`config.mk`:
```
export PLATFORM = sky130hd
export DESIGN_NAME = mips_mmio_uart_tx
export DESIGN_NICKNAME = d
export VERILOG_FILES = /design/src/rtl/mips_mmio_uart_tx.sv
export SDC_FILE = /design/constraint.sdc
export NUM_CORES = 1
export LEC_CHECK = 0
export ABC_AREA = 1
export BUFFER_PORTS_ARGS = -buffer_cell sky130_fd_sc_hd__buf_2
export CAP_MARGIN = 20
export CORE_UTILIZATION = 45
export DETAILED_ROUTE_END_ITERATION = 8
export MAX_ROUTING_LAYER = met4
export PLACE_DENSITY = 0.79
export REMOVE_ABC_BUFFERS = 1
export SETUP_SLACK_MARGIN = 0.4
export SLEW_MARGIN = 20
export SYNTH_ARGS = -nofsm -noshare
export SYNTH_HDL_FRONTEND = slang
export SYNTH_SLANG_ARGS = --single-unit
```
`constraint.sdc`:
```
create_clock -name clk -period 7.1 [get_ports clk]
set_input_delay 1.42 -clock clk [delete_from_list [all_inputs] [get_ports clk]]
set_output_delay 1.42 -clock clk [all_outputs]
set_load 0.01 [all_outputs]
```
`src/rtl/mips_mmio_uart_tx.sv`:
```
// MMIO UART transmitter: STATUS/TXDATA word registers feeding a byte FIFO and an 8N1 serialiser.
// Reads return one cycle after mmio_re; TXDATA writes to a full FIFO are dropped and flag overflow.
module mips_mmio_uart_tx #(
  parameter logic [31:0] BASE_ADDR    = 32'hffff0000,
  parameter int          CLKS_PER_BIT = 4,
  parameter int          FIFO_DEPTH   = 4
) (
  input  logic        clk,
  input  logic        rst,
  input  logic [31:0] mmio_addr,
  input  logic [31:0] mmio_wdata,
  input  logic        mmio_we,
  input  logic        mmio_re,
  output logic [31:0] mmio_rdata,
  output logic        tx_o,
  output logic        tx_busy
);

  localparam int AW = $clog2(FIFO_DEPTH);
  localparam int BW = (CLKS_PER_BIT > 1) ? $clog2(CLKS_PER_BIT) : 1;
  localparam logic [BW-1:0] BAUD_RELOAD = BW'(CLKS_PER_BIT - 1);

  localparam logic [1:0] S_IDLE  = 2'd0;
  localparam logic [1:0] S_START = 2'd1;
  localparam logic [1:0] S_DATA  = 2'd2;
  localparam logic [1:0] S_STOP  = 2'd3;

  logic [7:0]    mem [FIFO_DEPTH];
  logic [AW-1:0] wr_ptr;
  logic [AW-1:0] rd_ptr;
  logic [AW:0]   count;
  logic          full;
  logic          empty;
  logic          overflow;

  logic [1:0]    state;
  logic [BW-1:0] baud_cnt;
  logic [2:0]    bit_idx;
  logic [7:0]    shift;

  logic          hit;
  logic          sel_status;
  logic          sel_txdata;
  logic          push_req;
  logic          push;
  logic          pop;
  logic [31:0]   status;
  logic          unused_bits;

  assign unused_bits = ^{mmio_addr[1:0], mmio_wdata[31:8]};

  assign hit        = (mmio_addr[31:3] == BASE_ADDR[31:3]);
  assign sel_status = hit & ~mmio_addr[2];
  assign sel_txdata = hit &  mmio_addr[2];

  assign full     = (count == (AW+1)'(FIFO_DEPTH));
  assign empty    = (count == '0);
  assign pop      = (state == S_IDLE) & ~empty;
  assign push_req = mmio_we & sel_txdata;
  // A pop in the same cycle frees the slot, so a full FIFO still accepts the push.
  assign push     = push_req & (~full | pop);

  assign tx_busy = (state != S_IDLE) | ~empty;

  always_comb begin
    status           = '0;
    status[0]        = full;
    status[1]        = empty;
    status[2]        = tx_busy;
    status[3]        = overflow;
    status[4+AW:4]   = count;
  end

  always_ff @(posedge clk) begin
    if (push) mem[wr_ptr] <= mmio_wdata[7:0];
  end

  always_ff @(posedge clk or posedge rst) begin
    if (rst) begin
      wr_ptr   <= '0;
      rd_ptr   <= '0;
      count    <= '0;
      overflow <= 1'b0;
    end else begin
      if (push) wr_ptr <= wr_ptr + AW'(1);
      if (pop)  rd_ptr <= rd_ptr + AW'(1);
      case ({push, pop})
        2'b10:   count <= count + (AW+1)'(1);
        2'b01:   count <= count - (AW+1)'(1);
        default: count <= count;
      endcase
      if (push_req & full & ~pop)
        overflow <= 1'b1;
      else if (mmio_we & sel_status & mmio_wdata[3])
        overflow <= 1'b0;
    end
  end

  // Sampled before this cycle's write lands, so a combined we/re returns pre-write state.
  always_ff @(posedge clk or posedge rst) begin
    if (rst)
      mmio_rdata <= '0;
    else if (mmio_re)
      mmio_rdata <= sel_status ? status : '0;
  end

  // tx_o is loaded with the value of the bit being entered, so it changes with the state.
  always_ff @(posedge clk or posedge rst) begin
    if (rst) begin
      state    <= S_IDLE;
      baud_cnt <= '0;
      bit_idx  <= '0;
      shift    <= '0;
      tx_o     <= 1'b1;
    end else begin
      case (state)
        S_IDLE: begin
          if (pop) begin
            shift    <= mem[rd_ptr];
            baud_cnt <= BAUD_RELOAD;
            state    <= S_START;
            tx_o     <= 1'b0;
          end
        end
        S_START: begin
          if (baud_cnt == '0) begin
            baud_cnt <= BAUD_RELOAD;
            bit_idx  <= '0;
            state    <= S_DATA;
            tx_o     <= shift[0];
          end else begin
            baud_cnt <= baud_cnt - BW'(1);
          end
        end
        S_DATA: begin
          if (baud_cnt == '0) begin
            baud_cnt <= BAUD_RELOAD;
            if (bit_idx == 3'd7) begin
              state <= S_STOP;
              tx_o  <= 1'b1;
            end else begin
              bit_idx <= bit_idx + 3'd1;
              shift   <= {1'b0, shift[7:1]};
              tx_o    <= shift[1];
            end
          end else begin
            baud_cnt <= baud_cnt - BW'(1);
          end
        end
        default: begin
          if (baud_cnt == '0) begin
            state <= S_IDLE;
            tx_o  <= 1'b1;
          end else begin
            baud_cnt <= baud_cnt - BW'(1);
          end
        end
      endcase
    end
  end

endmodule

```
# ---- Word level (Yosys, flattened, before mapping)
# Memories as Yosys holds them, arrays and structs flattened.
# Cells that the tools add are included.
dict set report word_totals {
  reg_bits 56
  latchBits 0
  ram_bits 32
  rom_bits 0
  inputBits 68
  out_inout_bits 34
  wordCells 90
  n_memories 1
}
dict set report classes {
  n_addsub 6
  mul 0
  div_mod_pow 0
  magnitude_cmp 0
  eq_ne 13
  shift 0
  muxes 30
  bitwise 15
  reduce_logical 15
}
# name words word_bits read_ports rd_ports_with_merged_regs wr line_no
set memory_table {}
lappend memory_table {mem 4 8 1 0 1 28} ;# logic [7:0] mem [FIFO_DEPTH];
# op n
set ops {}
lappend ops {{29-bit == test, second input constant} 1}
lappend ops {{8-bit two-way mux} 3}
lappend ops {{2-bit two-way mux} 8}
lappend ops {{8-bit case mux with 2 select lines} 1}
lappend ops {{3-bit case mux with 2 select lines} 2}
lappend ops {{4-bit AND reduction} 3}
lappend ops {{2-bit nonzero test} 6}
lappend ops {{2-bit inequality test, second input constant} 5}
lappend ops {{1-bit bitwise AND} 9}
lappend ops {{1-bit two-way mux} 9}
lappend ops {{3-bit two-way mux} 3}
lappend ops {{7-bit two-way mux} 1}
lappend ops {{3-bit by 1-bit adder with 3-bit output, second input constant} 2}
lappend ops {{3-bit == test, second input constant} 2}
lappend ops {{2-bit case mux with 3 select lines} 1}
lappend ops {{5-bit AND reduction} 1}
lappend ops {{2-bit by 1-bit adder with 2-bit output, second input constant} 2}
lappend ops {{2-bit by 1-bit == test with 1-bit output, second input constant} 2}
lappend ops {{2-bit == test, second input constant} 2}
lappend ops {{2-bit logical NOT} 2}
lappend ops {{1-bit NOT} 4}
lappend ops {{2-bit case mux with 2 select lines} 1}
lappend ops {{3-bit logical NOT} 1}
lappend ops {{3-bit inequality test, second input constant} 1}
lappend ops {{6 further kinds} 7}

# ---- Depth between registers and ports, before layout
dict set report depth {
  ltp_word 7
  depth_mapped 12
}

# ---- Worst setup path before layout
# No wires, ideal clock.
dict set report synth_timing {
  path_kind {input to register}
  startpoint {input mmio_addr[14]}
  endpoint {register count[2]}
  arrival_ns 3.016
  slack_ns 3.953
  stages 9
  n_path_buf 0
  path_cell_list {nor2_1 -> nand3_1 -> nor2_1 -> nand4_1 -> ha_1 -> fa_1 -> a21oi_1 -> o21ai_0 -> xor2_1}
}
dict set report synth_between {
  elab_chain_len 6
  elab_cells_between_ends 8
  cone_classes {3 x eq/ne; 1 x mux; 3 x bitwise; 1 x reduce/logical}
}
# element line_no
set synth_lines {}
lappend synth_lines {{start: declaration} 10} ;# input logic [31:0] mmio_addr,
lappend synth_lines {{29-bit == test *} 52} ;# assign hit = (mmio_addr[31:3] == BASE_ADDR[31:3]);
lappend synth_lines {{1-bit bitwise AND *} 54} ;# assign sel_txdata = hit & mmio_addr[2];
lappend synth_lines {{1-bit bitwise AND *} 59} ;# assign push_req = mmio_we & sel_txdata;
lappend synth_lines {{1-bit bitwise AND *} 61} ;# assign push = push_req & (~full | pop);
lappend synth_lines {{2-bit by 1-bit == test with 1-bit output / 2-bit == test (equally long branches)} 87} ;# case ({push, pop})
lappend synth_lines {{3-bit case mux with 2 select lines / 2-bit nonzero test (equally long branches)} -}
lappend synth_lines {{end signal: assignment} 88} ;# 2'b10: count <= count + (AW+1)'(1);
lappend synth_lines {{end signal: assignment} 89} ;# 2'b01: count <= count - (AW+1)'(1);
lappend synth_lines {{end signal: assignment} 90} ;# default: count <= count;
lappend synth_lines {{end: declaration} 31} ;# logic [AW:0] count;
# Every way passes the cells marked *; elsewhere a longest branch is shown, timed or not.
# A chain may end at the register's enable or synchronous reset.

# ---- Worst setup path after layout
# Ends and elaborated chain as after synthesis.

==> results.toml <==
[global_route]
grt_pass1_vias = 2306
antenna_found_initial = 0
grt_max_degree = 32
grt_pass1_wl_um = 9742
overflow = 0
track_usage = 0.1746

[yosys]
synth-main-ff-cell = "edfxtp_1"
avgSynthCellArea_sq_um = 8.755
synth_area_leaders = "edfxtp_1 29%, dfrtp_1 22%, nand2_1 10%, inv_1 6.7%, buf_4 5.6%"
ys_seq_area_frac = 0.5183
synth-edff-count = 32
synth_top_family_by_area = "simple AND/OR/NAND/NOR gates"
synth_mux_area_frac = 0
ys_seq_elements = 63
synth_area_sq_mm = 0.003353
yosys.area_share.simple = 0.2011
async_flop_share = 0.4921
synth.most_common_cell = "nand2_1"
yosys_warnings = 0
ys_types = 31
synth_compound_area_frac = 0.08396
synth-xor-area-share = 0.007836
yosys.area.top_type = "edfxtp_1"
synth_cells = 383
synth_adder_area_share = 0.05075
synth_commonest_cells = "92 x nand2_1, 60 x inv_1, 44 x nor2_1"
synth_top_area_frac = 0.2866

[sta]
period_needed_ns = 3.151
fin_crit_sh = 0.4438
skew_ns = 0.005747
fin_tns_setup_ns = 0
worstMarginPinSlew_ns = 0.7632
setup_viol = 0
maxSlewHeadroom = 0.4893
hold_viol_final = 0
fmax_mhz = 317.3
rsz0062_at_grt = "no"
timing.final.max_slew_violations = 0

[cts]
cts.sinks = 63
clockBufferDepth = 2
path_clk_slew_ns = 0.07
cts_tree = "built"
insertion_delay_ns = 0.34
cts_root_buffer = "clkbuf_8"
cts_setup_buffers = 0
htreeDepth = 3
cts_made_buffers = 9
cts_hold_buf = 0
cts-resized-gates = 0

[pwr]
ir_worst_vdd_uv = 119.4
p_leak_nw = 1.924
p_per_area_mw_per_mm2 = 200.0

[placed_design]
placed_area_sq_mm = 0.003598
dp.cells = 525
port-buffer-count = 50
place_hpwl_um = 4271
place_congestion = 0.7716

[drt]
detail_route.first_pass.iterations = 4
viasPerCell = 4.723
routed_wl_um = 5868
drt_iter0_drc = 105
drc = 0
ant_nets = 0
wl_per_cell_um = 10.85
vias = 2555

[worst_setup_path]
cp-end-kind = "flip-flop"
cp_max_fo = 7
slowest_stage = "fa_1"
r2r_cells = 10
cp.depth = 10
cp_num_buf_inv = 1
crit_top_cell = "nor2_1"
crit_type = "primary input to flip-flop"
worst_path_largest_cell_delay_ns = 0.39
worstPathRequired_ns = 7.32
path_cells = "buf_2 > nor2_1 > nand3_1 > nor2_1 > nand4_1 > ha_1 > fa_1 > a21oi_1 > o21ai_0 > xor2_1"
worstPathArrival_ns = 3.37
cpLargestDelayFamily = "adder cells"
start_kind = "primary input"

[finish]
layoutNonFillerInstCount = 541
fill_cells = 633
final_nets = 518
stdcell_area_sq_mm = 0.003829
drive_gt1_frac = 0.1697
antenna_cells = 0
area_growth_pct = 14.18

[outcome]
outcome = "completed"

[floorplan]
core_sq_mm = 0.007214
die_w_um = 88.32
die-area_sq_mm = 0.007800
initial_core_util = 0.4648
num_rows = 31
die_h_um = 88.32
io_pins = 102

[job]
max_cap_viol_count = 0

[min_path]
holdCritPathClass = "flip-flop to flip-flop"
holdPathStages = 2
[per-stage QoR]
step             util  hold slack, ns  total power, mW  setup slack, ns
5_1_grt        0.5307          0.5067           0.7957            3.802
3_3_place_gp   0.4988          0.4640           0.4230            3.654
4_1_cts        0.5307          0.4797           0.7740            3.968
6_report       0.5307          0.4762           0.7658            3.949
3_5_place_dp   0.4988          0.4609           0.4241            3.597
2_1_floorplan       -          0.4421           0.4073            3.953
[where the power goes]
group	leakage (nW)	internal [mW]	total (mW)	switching (mW)
Sequential	0.685	0.384	0.384	0.00000000198
Clock	0.109	0.209	0.349	0.141
Combinational	1.13	0.0111	0.0322	0.0211
Total	1.92	0.604	0.766	0.162
[routing by layer]
layer,track usage,share of wire,vias to the layer above
met2,0.2958,0.50,77
met5,-,0,-
li1,-,-,1288
met1,0.1792,0.43,1181
met4,0.09384,0.021,0
met3,0.05690,0.047,9
[registers in the layout (all words and copies together) (netlist names)]
signal	count
state	2
overflow	1
tx_o	1
mmio_rdata	7
count	3
baud_cnt	2
rd_ptr	2
bit_idx	3
shift	8
mem	32
wr_ptr	2
[worst min-delay path: stages, from the launching register on]
cell and delay [ns]:
dfrtp_1 0.34, nand2_1 0.05, nand2_1 0.05
[final timing paths]
check / start / to / slack (ns)
setup / recovery: mmio_addr[14] / count[2] / 3.95
hold / removal: mmio_rdata[0] / mmio_rdata[0] / 0.48
setup reg to reg: state[0] / count[2] / 4.57
hold reg to reg: mmio_rdata[0] / mmio_rdata[0] / 0.48
max in group asynchronous: rst / tx_o / 5.63
min in group asynchronous: rst / baud_cnt[0] / 1.15
[cell type report]
type	count	area, sq um	area share
Clock inverter	6	92.59	0.02418
Tap cell	99	123.9	0.03235
Timing Repair Buffer	51	257.7	0.06732
Clock buffer	10	137.6	0.03595
Inverter	62	232.7	0.06078
Sequential cell	63	1738	0.4539
Multi-Input combinational cell	250	1246	0.3255
[placed cells by master (no fill, tap or decap), types with 10 or more instances in the layout]
cell,instances
clkbuf_8,10
inv_1,60
buf_2,50
nand4_1,11
ha_1,12
conb_1,25
o211ai_1,11
nand3_1,11
a21oi_1,10
nor2_1,44
edfxtp_1,32
dfrtp_1,30
nand2_1,92
o21ai_0,16
[cells by family after synthesis]
family | after synthesis
and+or+nand+nor | 163
buffers and inverters | 94
AOI/OAI and AO/OA | 46
other | 1
xor gates and xnor gates | 3
DFF | 63
adders and majority gates | 13
No activity file was read; power rests on OpenSTA's default activity.
